### src/rtl/gate_tt_checker_pkg.sv
// Shared definitions for the 2-input gate truth-table checker.
// Holds the sequencer state encoding, the expected truth tables of the
// common primitives (bit idx = {b,a}), and the settle-counter width.
package gate_tt_checker_pkg;

    typedef enum logic [1:0] {
        ST_IDLE   = 2'd0,
        ST_SETTLE = 2'd1,
        ST_CHECK  = 2'd2,
        ST_DONE   = 2'd3
    } state_e;

    localparam logic [3:0] TT_NAND = 4'b0111;
    localparam logic [3:0] TT_AND  = 4'b1000;
    localparam logic [3:0] TT_OR   = 4'b1110;
    localparam logic [3:0] TT_NOR  = 4'b0001;
    localparam logic [3:0] TT_XOR  = 4'b0110;
    localparam logic [3:0] TT_XNOR = 4'b1001;

    localparam int CNT_W = 4;

endpackage

### src/rtl/gate_tt_checker_settle_cnt.sv
// Settle-time counter for the gate checker.
// 4-bit up-counter with synchronous clear (clear wins over enable).
//   clk, reset : clock, synchronous active-high reset
//   clr        : force count to 0 at the next edge
//   en         : increment at the next edge
//   cnt        : current count
//   last       : count has reached SETTLE-1
module tt_settle_cnt
    import gate_tt_checker_pkg::*;
#(
    parameter int SETTLE = 4
) (
    input  logic             clk,
    input  logic             reset,
    input  logic             clr,
    input  logic             en,
    output logic [CNT_W-1:0] cnt,
    output logic             last
);

    logic [CNT_W-1:0] cnt_q, cnt_d;

    always_comb begin
        cnt_d = cnt_q;
        if (clr)
            cnt_d = '0;
        else if (en)
            cnt_d = cnt_q + CNT_W'(1);
    end

    always_ff @(posedge clk) begin
        if (reset)
            cnt_q <= '0;
        else
            cnt_q <= cnt_d;
    end

    assign cnt  = cnt_q;
    assign last = (cnt_q == CNT_W'(SETTLE - 1));

endmodule

### config.mk
export PLATFORM = sky130hd
export DESIGN_NAME = tt_settle_cnt
export DESIGN_NICKNAME = d
export VERILOG_FILES = /design/src/rtl/gate_tt_checker_pkg.sv /design/src/rtl/gate_tt_checker_settle_cnt.sv
export SDC_FILE = /design/constraint.sdc
export NUM_CORES = 1
export LEC_CHECK = 0
export CAP_MARGIN = 15
export CORE_AREA = 2 2 39 41
export CTS_BUF_LIST = sky130_fd_sc_hd__clkbuf_8
export CTS_CLUSTER_DIAMETER = 60
export CTS_CLUSTER_SIZE = 10
export DETAILED_ROUTE_END_ITERATION = 6
export DIE_AREA = 0 0 41 43
export DONT_BUFFER_PORTS = 1
export GPL_TIMING_DRIVEN = 0
export PLACE_DENSITY = 0.34
export SYNTH_ARGS = -nofsm -noshare
export SYNTH_HDL_FRONTEND = slang
export SYNTH_SLANG_ARGS = --single-unit
export TNS_END_PERCENT = 50
### constraint.sdc
create_clock -name clk -period 1.4 [get_ports clk]
set_clock_uncertainty 0.1 [all_clocks]
set_input_delay 0.28 -clock clk [delete_from_list [all_inputs] [get_ports clk]]
set_output_delay 0.28 -clock clk [all_outputs]
set_load 0.01 [all_outputs]
## Word-level counts from Yosys, hierarchy flattened

Cells that the tools add are included.

| storage, ports and cells | value |
|---|---|
| bits in registers | 4 |
| bits of input ports | 4 |
| output and inout bits | 5 |

| cells by class | value |
|---|---|
| add/sub/neg operators | 1 |
| eq/ne operators | 1 |
| reductions and logical operators | 1 |

Operators by type and width:

| cell | count |
|---|---|
| $add A4 B1 Y4 const B | 1 |
| $eq A4 B2 Y1 const B | 1 |
| $reduce_or A2 Y1 | 1 |

## Longest topological paths before layout

| logic depth | value |
|---|---|
| depth after elaboration | 1 |
| depth in mapped cells | 3 |
| depth with buffers taken out | 3 |

## Worst setup path before layout

No wires, ideal clock.

| timing path | value |
|---|---|
| path type | flip-flop to output port |
| start | reg cnt_q[0] (netlist: cnt[0]) |
| end | out last |
| arrival | 0.933 ns |
| data required time | 1.020 ns |
| path slack | 0.087 ns |
| stages on the path, launching flop included | 3 |
| path buffers | 0 |
| cells stage by stage | dfxtp_1 > ha_1 > nor3b_1 |

| on the way | value |
|---|---|
| word-level cells in the longest chain between the ends | 1 |

Ends and longest elaborated chain:

| element | line | text |
|---|---|---|
| start, declared | gate_tt_checker_settle_cnt.sv:21 | `logic [CNT_W-1:0] cnt_q, cnt_d;` |
| start signal, assigned | gate_tt_checker_settle_cnt.sv:35 | `cnt_q <= cnt_d;` |
| $eq A4 B2 Y1 | gate_tt_checker_settle_cnt.sv:39 | `assign last = (cnt_q == CNT_W'(SETTLE - 1));` |
| end, declared | gate_tt_checker_settle_cnt.sv:18 | `output logic last` |

Every way passes these cells.

## Worst setup path in the final report

Ends and elaborated chain as after synthesis.

==> flow_summary.yaml <==
global_routing:
  grt_pass1_vias: 168
  grt_max_degree: 6
  antenna_found_initial: 0
  grt_pass1_wl_um: 565
  grt-ovfl-total: 0
  grtUsageTotal_pct: 5.41
finish:
  nFillCells: 157
  most-common-layout-cells: "clkbuf_8, nor2_1, dfxtp_4, dfxtp_1"
  final_common_cell: "clkbuf_8"
  largest_reg_flops: 4
  syn2layout_area_growth_pct: 50.0
  drive_above_1_share_pct: 42.9
  final_nets: 28
  diodes: 0
  fin_util_pct: 20.1
logic_synthesis:
  ys_types: 13
  ys_seq_elements: 4
  ys_seq_area_share_pct: 43.2
  netlist.area_leader.share_pct: 43.2
  yosys-top-cells-area: "dfxtp_1, nor3b_1, ha_1"
  yosys.area.top_type: "dfxtp_1"
  synth_cells: 18
  syn_nets: 23
  synthesis.area_um2: 185
  yosys_warnings: 0
  synth.avg_cell_area_um2: 10.3
timing:
  fin_crit_sh_pct: 95.3
  max_clock_freq_mhz: 750
  maxSlewHeadroom_pct: 82.2
  fin_crit_ns: 1.33
  worst_pin_slew_ns: 0.266
  hold_viol_final: 0
  setup_ws_ns: 0.0662
  setup_viol: 0
  maxSlewViolCount: 0
  rsz0062_at_grt: "no"
route:
  first_pass_iters: 1
  drcViolationCount: 0
  wl_per_cell_um: 9.97
  vias: 149
  drt-vias-per-instance: 4.03
  ant_nets: 0
  drt-total-wl_um: 369
  drt_iter0_drc: 0
placed_design:
  place_congestion: 0.596
  portBuffers: 0
  hpwl_um: 327
  pre_cts_slack_ns: -0.0158
clock_network:
  clock_tree.root_cell: "clkbuf_8"
  h-tree-depth: 1
  clk_latency_ns: 0.21
  post_cts_buffers: 0
  cts_sinks: 4
  cts.hold.buffers_added: 0
  tritoncts: "yes"
  clkTransAtPathRegs_ns: 0.03
  cts_max_path_buffers: 2
  cts_made_buffers: 3
min_path:
  hold_class: "in -> reg"
  holdCritStartpoint: "en"
status:
  outcome: "completed"
floorplanning:
  fp.dieW_um: 41
  die_area_um2: 1760
  pin_count: 9
  rows: 14
  start_util_pct: 13.4
  die_h_um: 43
  coreArea_um2: 1380
setup_path:
  worstPathMaxFanout: 4
  start_kind: "flip-flop"
  worstSetupPathType: "reg -> out"
  crit_path_start: "cnt[0]"
  critPathRequiredTime_ns: 1.02
  r2r-start: "cnt[2]"
  arrival_ns: 0.95
  endpoint_kind: "output pin"
pwr:
  peakVddDrop_mv: 0.198
  cellLeakagePower_nw: 0.0953
  power.density_nw_per_um2: 1300
job:
  cap_violations: 0
==> area by class of cell <==
class                      instances  area (um^2)  area share, %
clock buffer                       3         41.3           14.9
tap                               16         20.0           7.21
multi-input combinational         14          129           46.4
sequential                         4         87.6           31.5
==> cell families after synthesis <==
kind of cell / after synthesis / share of synthesized area, %
xor+xnor: 1 / 4.73
flops: 4 / 43.2
mux: 2 / 11.5
compound gates: 2 / 8.11
simple gates: 8 / 25.7
fa+ha+maj: 1 / 6.76
==> cell usage after synthesis <==
master	instances
nor3b_1	2
xnor2_1	1
nand3b_1	1
or2_2	1
nor2_1	2
mux2i_1	1
dfxtp_1	4
nor3_1	1
a21oi_1	1
mux2_1	1
ha_1	1
nand4_1	1
a21bo_2	1
==> worst max-delay path: stages, from the launching register on <==
cell and delay [ns]:
dfxtp_4 0.38, ha_4 0.15, nor3b_4 0.21
==> timing repair <==
item                                    in CTS  in global routing
cloned                                       0                  0
endpoints found under the setup margin       1                  1
gates resized for setup                      7                  1
==> worst paths after layout <==
| check | endpoint | slack [ns] | cells after the start |
|---|---|---|---|
| setup / recovery | last | 0.07 | 2 |
| hold / removal | cnt[0] | 0.12 | 2 |
| setup reg to reg | cnt[3] | 0.26 | 2 |
| hold reg to reg | cnt[1] | 0.46 | 2 |
==> report_power, final <==
part | switching, mW | total, mW | internal [mW] | leakage [nW]
Clock | 0.0505 | 0.233 | 0.182 | 0.0216
Combinational | 0.00369 | 0.0100 | 0.00634 | 0.0398
Sequential | 0.00466 | 0.119 | 0.115 | 0.0339
==> through the flow <==
step                      power, mW  std cells  TNS [ns]  hold WS [ns]  area (um^2)
after floorplan               0.130         18         0         0.317          185
after CTS                     0.367         37         0         0.116          268
after global placement        0.131         34  -0.00892         0.335          205
after detailed placement      0.132         34   -0.0158         0.334          205
after global routing          0.375         37         0         0.125          278
final                         0.362         37         0         0.117          278
==> routing by layer <==
| layer | wire length, um | up-vias | global-route usage, % |
|---|---|---|---|
| met4 | 0 | 0 | 10.0 |
| met3 | 20 | 0 | 0 |
| met2 | 217 | 3 | 8.44 |
| met1 | 130 | 75 | 3.83 |
| met5 | 0 | - | 0 |
| li1 | - | 71 | - |
No activity file was read; power rests on OpenSTA's default activity.
